### src/rtl/muldiv_unit.sv
// Multi-cycle unsigned MULTU/DIVU unit holding the architectural HI/LO registers.
// Define MULDIV_FAST_ZERO_EN to finish zero-operand multiplies and divide-by-zero in one cycle.
module muldiv_unit #(
  parameter int WIDTH = 32
) (
  input  logic             clk,
  input  logic             rst,
  input  logic             start,
  input  logic [1:0]       op,
  input  logic [WIDTH-1:0] a,
  input  logic [WIDTH-1:0] b,
  output logic             busy,
  output logic             done,
  output logic             div_by_zero,
  output logic [WIDTH-1:0] hi,
  output logic [WIDTH-1:0] lo
);

  localparam int CNT_W = $clog2(WIDTH + 1);

  typedef enum logic [1:0] {IDLE, MUL, DIV, DONE} state_t;

  state_t               r_state;
  state_t               w_stateNext;
  logic [CNT_W-1:0]     r_cnt;
  logic [2*WIDTH-1:0]   r_acc;
  logic [WIDTH-1:0]     r_mcand;
  logic [WIDTH:0]       r_rem;
  logic [WIDTH-1:0]     r_quo;
  logic [WIDTH-1:0]     r_divisor;
  logic [WIDTH-1:0]     r_hi;
  logic [WIDTH-1:0]     r_lo;
  logic                 r_dbz;

  logic                 w_accept;
  logic                 w_last;
  logic                 w_fastZero;
  logic [WIDTH:0]       w_sum;
  logic [2*WIDTH-1:0]   w_accNext;
  logic [WIDTH+1:0]     w_shift;
  logic [WIDTH+1:0]     w_diff;
  logic                 w_borrow;
  logic [WIDTH:0]       w_remNext;
  logic [WIDTH-1:0]     w_quoNext;

  assign w_accept = start && !op[1] && (r_state == IDLE || r_state == DONE);
  assign w_last   = (r_cnt == CNT_W'(1));

`ifdef MULDIV_FAST_ZERO_EN
  assign w_fastZero = op[0] ? (b == '0) : (a == '0 || b == '0);
`else
  assign w_fastZero = 1'b0;
`endif

  // Shift-add step: conditionally add the multiplicand to the upper half, then shift right.
  assign w_sum     = {1'b0, r_acc[2*WIDTH-1:WIDTH]} + {1'b0, (r_acc[0] ? r_mcand : '0)};
  assign w_accNext = {w_sum, r_acc[WIDTH-1:1]};

  // Restoring step: the extra top bit of the trial difference exposes the borrow.
  assign w_shift   = {r_rem, r_quo[WIDTH-1]};
  assign w_diff    = w_shift - {2'b00, r_divisor};
  assign w_borrow  = w_diff[WIDTH+1];
  assign w_remNext = w_borrow ? w_shift[WIDTH:0] : w_diff[WIDTH:0];
  assign w_quoNext = {r_quo[WIDTH-2:0], ~w_borrow};

  always_ff @(posedge clk or posedge rst) begin
    if (rst) r_state <= IDLE;
    else     r_state <= w_stateNext;
  end

  always_comb begin
    w_stateNext = r_state;
    case (r_state)
      IDLE, DONE: begin
        if (w_accept) w_stateNext = w_fastZero ? DONE : (op[0] ? DIV : MUL);
        else          w_stateNext = IDLE;
      end
      MUL, DIV: if (w_last) w_stateNext = DONE;
      default:  w_stateNext = IDLE;
    endcase
  end

  // HI/LO change only on the edge that enters DONE; working registers reload on accept.
  always_ff @(posedge clk or posedge rst) begin
    if (rst) begin
      r_cnt     <= '0;
      r_acc     <= '0;
      r_mcand   <= '0;
      r_rem     <= '0;
      r_quo     <= '0;
      r_divisor <= '0;
      r_hi      <= '0;
      r_lo      <= '0;
      r_dbz     <= 1'b0;
    end else begin
      r_dbz <= 1'b0;
      if (w_accept) begin
        r_cnt     <= CNT_W'(WIDTH);
        r_acc     <= {{WIDTH{1'b0}}, b};
        r_mcand   <= a;
        r_rem     <= '0;
        r_quo     <= a;
        r_divisor <= b;
        if (w_fastZero) begin
          if (op[0]) begin
            r_hi  <= a;
            r_lo  <= '1;
            r_dbz <= 1'b1;
          end else begin
            r_hi <= '0;
            r_lo <= '0;
          end
        end
      end else if (r_state == MUL) begin
        r_acc <= w_accNext;
        r_cnt <= r_cnt - CNT_W'(1);
        if (w_last) {r_hi, r_lo} <= w_accNext;
      end else if (r_state == DIV) begin
        r_rem <= w_remNext;
        r_quo <= w_quoNext;
        r_cnt <= r_cnt - CNT_W'(1);
        if (w_last) begin
          r_hi  <= w_remNext[WIDTH-1:0];
          r_lo  <= w_quoNext;
          r_dbz <= (r_divisor == '0);
        end
      end
    end
  end

  assign busy        = (r_state == MUL) || (r_state == DIV);
  assign done        = (r_state == DONE);
  assign div_by_zero = r_dbz;
  assign hi          = r_hi;
  assign lo          = r_lo;

endmodule

### config.mk
export PLATFORM = sky130hd
export DESIGN_NAME = muldiv_unit
export DESIGN_NICKNAME = d
export VERILOG_FILES = /design/src/rtl/muldiv_unit.sv
export SDC_FILE = /design/constraint.sdc
export NUM_CORES = 1
export LEC_CHECK = 0
export CORE_MARGIN = 3
export CORE_UTILIZATION = 40
export DETAILED_ROUTE_END_ITERATION = 7
export SETUP_SLACK_MARGIN = 0.2
export SLEW_MARGIN = 20
export SYNTH_ARGS = -nofsm -noshare
export SYNTH_HDL_FRONTEND = slang
export SYNTH_SLANG_ARGS = --single-unit
### constraint.sdc
create_clock -name clk -period 19.2 [get_ports clk]
set_clock_uncertainty 0.15 [all_clocks]
set_input_delay 2.88 -clock clk [delete_from_list [all_inputs] [get_ports clk]]
set_output_delay 2.88 -clock clk [all_outputs]
set_load 0.005 [all_outputs]
Word-level counts from Yosys, hierarchy flattened
Cells that the tools add are included.
{ "totals": {"ff_bits": 266, "input_bits": 69, "out_inout_bits": 67, "word_cells": 67} }
{ "classes": {"addsub": 3, "n_eq_ne": 8, "mux": 29, "bitwise_logic": 2, "n_reduce_logical": 15} }
{ "op_table": {"columns": ["operator", "count"], "rows": [
  ["two-way mux 32 bit", 12],
  ["two-way mux 33 bit", 4],
  ["two-way mux 64 bit", 2],
  ["subtractor 34 x 32 -> 34 bit", 1],
  ["adder 32 x 32 -> 33 bit", 1],
  ["zero test 32 bit", 1],
  ["two-way mux 6 bit", 3],
  ["inequality test 2 bit, second input constant", 4],
  ["equality test 6 x 1 -> 1 bit, second input constant", 1],
  ["two-way mux 2 bit", 3],
  ["nonzero test 2 bit", 3],
  ["subtractor 6 x 1 -> 6 bit, second input constant", 1],
  ["equality test 2 bit, second input constant", 2],
  ["two-way mux 1 bit", 4],
  ["one-hot mux 2 bit (2 select lines)", 1],
  ["AND reduction 4 bit", 1],
  ["OR reduction 2 bit", 2],
  ["nonzero test 3 bit", 1],
  ["equality test 2 x 1 -> 1 bit, second input constant", 1],
  ["logical AND 1 bit", 2],
  ["zero test 2 bit", 1],
  ["logical OR 1 bit", 2],
  ["inverter 1 bit", 2],
  ["AND reduction 2 bit", 1],
  ["zero test 1 bit", 1]
]} }

Depth between registers and ports, before layout
{ "logic_depth": {"ltp_word": 5, "ltp_mapped": 14, "depth_no_buf": 13} }

Least setup slack after synthesis
No wires, ideal clock.
{ "synth_timing": {"kind": "input port to flip-flop", "startpoint": "in op[1]", "endpoint": "reg r_rem[32]", "setup_ns": 0.071, "arrival_time_ns": 4.203, "required_ns": 18.979, "setup_slack_ns": 14.776, "cell_stages": 7, "n_path_buf": 1, "path_cell_list": "nand3b_1 -> and2_1 -> clkbuf_1 -> nand2_1 -> or3_1 -> or4_1 -> nand4_1"} }
{ "synth_between": {"elab_chain_len": 5, "word_cells_on_any_way": 7, "classes_between": "eq/ne: 1; mux: 1; reduce/logical: 5"} }
{ "synth_rtl": {"columns": ["element", "line", "rtl"], "rows": [
  ["start: declaration", "9", "input logic [1:0] op,"],
  ["zero test 1 bit *", "46", "assign w_accept = start && !op[1] && (r_state == IDLE || r_state == DONE);"],
  ["logical AND 1 bit * (2 in a row)", "46", null],
  ["inequality test 2 bit (no source line) or nonzero test 2 bit (tied branches)", null, null],
  ["AND reduction 2 bit (no source line)", null, null],
  ["end signal: assignment", "119", "r_rem <= w_remNext;"],
  ["end: declaration", "28", "logic [WIDTH:0] r_rem;"]
]} }
Every way passes the cells marked *; elsewhere a longest branch is shown, timed or not.
A chain may end at the register's enable or synchronous reset.

Worst setup path after layout
Same ends and word-level chain as after synthesis.

==> results.py <==
metrics = {
    "die": {
        "die_w_um": 199,
        "die_area_sq_um": 39600,
        "start_util_pct": 40.7,
        "fp.dieH_um": 199,
        "ioPinCount": 136,
        "core-area_sq_um": 36600,
        "core.rowCount": 70,
    },
    "clock_tree": {
        "cts_tree": "done",
        "cts_hold_buffers": 0,
        "cts_sinks": 266,
        "cts_setup_buffers": 0,
        "cts_resized": 0,
        "cts-buffers-inserted": 30,
        "root_buffer": "clkbuf_16",
        "clock_latency_ns": 0.56,
        "clk_pin_slew_worst_paths_ns": 0.06,
        "clk_path_buf_depth": 3,
        "cts_max_level": 1,
    },
    "worst_setup_path": {
        "start_kind": "input pin",
        "r2r_end": "hi[26]$_DFFE_PP0P_",
        "timing.rr.start": "r_divisor[14]$_DFFE_PP0P_",
        "cp_max_fo": 41,
        "critPathLaunch": "op[1]",
        "critPathKind": "input pin to flip-flop",
        "cp_data_arrival_time_ns": 6.24,
        "rr_worst_depth": 12,
        "crit_required_ns": 19.54,
        "end_kind": "flip-flop",
        "rrSetupSlack_ns": 14.23,
    },
    "synth": {
        "synth_compound_area_share_pct": 20.9,
        "synth_commonest_cells": "nand2_1, dfrtp_1, o21ai_0, a21oi_1, nor2_1",
        "synth-edff-count": 0,
        "syn_avg_cell_area_sq_um": 8.87,
        "synth_cells": 1679,
        "synthMuxAreaShare_pct": 4.84,
        "yosysMostFrequentCell": "nand2_1",
        "ys_async_sr_fraction_pct": 100,
        "synthXorXnorAreaFrac_pct": 2.82,
        "ys_types": 67,
        "synth_warnings": 0,
        "synth-simple-area-share_pct": 16.9,
        "synth-seq-cells": 266,
        "seq_area_frac_synth_pct": 44.7,
        "synth_top_family_by_area": "compound AO/OA/AOI/OAI gates",
        "ys.flop_type": "dfrtp_1",
        "synth_top_cell_area_share_pct": 44.7,
        "synthAdderAreaFrac_pct": 6.07,
        "synth_fp_nets": 1819,
        "netlist_area_sq_um": 14900,
        "synth_area_leader_cell": "dfrtp_1",
        "ys_top_cells_by_area": "dfrtp_1, nand2_1, o21ai_0",
    },
    "route": {
        "vias": 12877,
        "firstDrtPassIters": 5,
        "drc_errors": 0,
        "drtAntennaViolNets": 0,
        "drt-initial-drc-count": 1051,
        "routed_wl_um": 45400,
        "wl_per_cell_um": 20.0,
        "viasPerCell": 5.69,
    },
    "placement": {
        "postPlaceCellArea_sq_um": 16700,
        "hpwlAfterDp_um": 32400,
        "pre_cts_slack_ns": 12.79,
        "portBuffers": 135,
        "placed_cells": 2211,
        "gp_congestion": 0.893,
    },
    "power": {
        "power_frac_clock_pct": 26.4,
        "ir_worst_vdd_uv": 60.4,
        "p_leak_nw": 7.85,
        "power.internal_mw": 1.50,
        "combPwrFrac_pct": 34.6,
        "p_sw_share_pct": 35.8,
        "total_power_mw": 2.33,
        "p_seq_share_pct": 38.9,
        "powerDensity_nw_per_um2": 131,
        "switching_power_uw": 834,
    },
    "sta": {
        "setup_viol": 0,
        "setup_ws_ns": 13.30,
        "fin_setup_tns_ns": 0,
        "rsz0062_at_grt": "false",
        "min_period_ns": 5.90,
        "max-slew-margin-rel_pct": 25.4,
        "fin_crit_sh_pct": 30.7,
        "drv_slew": 0,
        "hold_viol_final": 0,
        "tightest_slew_ns": 1.12,
        "fmax_ghz": 0.169,
    },
    "layout": {
        "fillCellCount": 3445,
        "area_growth_pct": 19.2,
        "drive_gt1_share_pct": 4.73,
        "seq_area_sq_um": 6660,
        "final_cell_count_no_fill": 2264,
        "multi_input_area_sq_um": 7710,
        "fin_area_sq_um": 17700,
        "n_antenna_cell": 0,
        "layout.nets": 1915,
    },
    "global_routing": {
        "grt_use_met3_pct": 2.88,
        "grt_overflow_total": 0,
        "antenna_found_initial": 1,
        "grt_pass1_wl_um": 71800,
        "grt.met1_usage_pct": 34.8,
        "grt_max_degree": 112,
        "busiest_layer": "met2",
        "met2_usage_pct": 35.5,
        "grtUsageTotal_pct": 23.0,
        "grt_pass1_vias": 12454,
    },
    "run": {
        "cap_violations": 0,
    },
    "worst_hold_path": {
        "whs_path_depth": 2,
        "worstHoldPathType": "flip-flop to flip-flop",
        "hold_end": "r_mcand[4]$_DFFE_PP0P_",
        "min-delay-start": "r_mcand[4]$_DFFE_PP0P_",
    },
    "run_status": {
        "status": "finished, final reports clean",
    },
}
## metal layers
metal | wire length, um | share of wire (%)
met4 | 873 | 1.9
met1 | 21500 | 48
met3 | 2780 | 6.1
met2 | 20200 | 44
met5 | 0 | 0
## worst max-delay path, cell delays in order
cell	delay [ns]
clkdlybuf4s50_1	0.49
nand3b_1	0.11
buf_4	0.44
and2_1	0.20
buf_4	0.35
nand2_1	0.70
or3_1	0.56
or4_1	0.40
nand4_1	0.10
## metrics by stage
stage,utilization [%],hold slack (ns)
after floorplan,-,0.287
after global placement,45.6,0.300
after detailed placement,45.6,0.305
after CTS,48.5,0.320
after global routing,48.5,0.335
final,48.5,0.317
## state kept, by name (all words and copies together), names as in the netlist
| signal | count |
|---|---|
| div_by_zero | 1 |
| r_cnt | 6 |
| lo | 32 |
| r_rem | 33 |
| r_state | 2 |
| r_quo | 32 |
| hi | 32 |
| r_acc | 64 |
| r_divisor | 32 |
| r_mcand | 32 |
## cell type report
type                    instances  area share [%]
well taps                     468            3.30
clock buffers                  42            4.94
flip-flops and latches        266            37.5
clock inverters                11            1.03
inverters                      62            1.35
repair buffers                153            8.40
multi-input cells            1262            43.5
## worst max path at each step
stage / to / slack [ns] / cells after the start
after CTS: r_rem[32]$_DFFE_PP0P_ / 13.36 / 9
final: r_rem[32]$_DFFE_PP0P_ / 13.30 / 9
after global placement: r_rem[32]$_DFFE_PP0P_ / 12.81 / 9
after floorplan: div_by_zero$_DFF_PP0_ / 8.84 / 1
after global routing: r_rem[32]$_DFFE_PP0P_ / 13.11 / 9
after detailed placement: r_rem[32]$_DFFE_PP0P_ / 12.79 / 9
## power by group through the flow
stage / logic (mW) / registers (mW) / clock network (mW)
2_1_floorplan: 0.526 / 0.857 / 0
3_3_place_gp: 0.789 / 0.911 / 0
3_5_place_dp: 0.806 / 0.914 / 0
4_1_cts: 0.810 / 0.907 / 0.627
5_1_grt: 0.908 / 0.932 / 0.652
6_report: 0.807 / 0.908 / 0.617
## kinds of logic (layout without fill, tap and decap cells)
| logic type | Yosys count | count (layout) |
|---|---|---|
| flops | 266 | 266 |
| xor+xnor | 48 | 48 |
| mux | 72 | 72 |
| buf+inv | 151 | 268 |
| compound gates | 508 | 508 |
| simple gates | 563 | 563 |
| fa+ha+maj | 71 | 71 |
## cell usage in the layout (no fill, tap or decap), types with 6 or more instances in the layout
| cell type | count |
|---|---|
| and2_1 | 51 |
| nor2_1 | 73 |
| a31oi_1 | 24 |
| a21oi_1 | 93 |
| a22o_1 | 7 |
| clkbuf_16 | 31 |
| inv_1 | 60 |
| o31ai_1 | 8 |
| nor4_1 | 11 |
| clkdlybuf4s50_1 | 135 |
| a22oi_1 | 31 |
| nand2_1 | 319 |
| buf_4 | 17 |
| ha_1 | 68 |
| a21boi_0 | 6 |
| nor3_1 | 19 |
| a21o_1 | 40 |
| xor2_1 | 13 |
| dfrtp_1 | 266 |
| o21ai_0 | 213 |
| o21bai_1 | 11 |
| o211ai_1 | 16 |
| nand4_1 | 8 |
| xnor2_1 | 35 |
| nand3_1 | 29 |
| clkbuf_8 | 6 |
| or3_1 | 10 |
| nand2b_1 | 6 |
| and3_1 | 10 |
| o21a_1 | 9 |
| mux2i_1 | 72 |
Power figures use the tool's default switching activity.
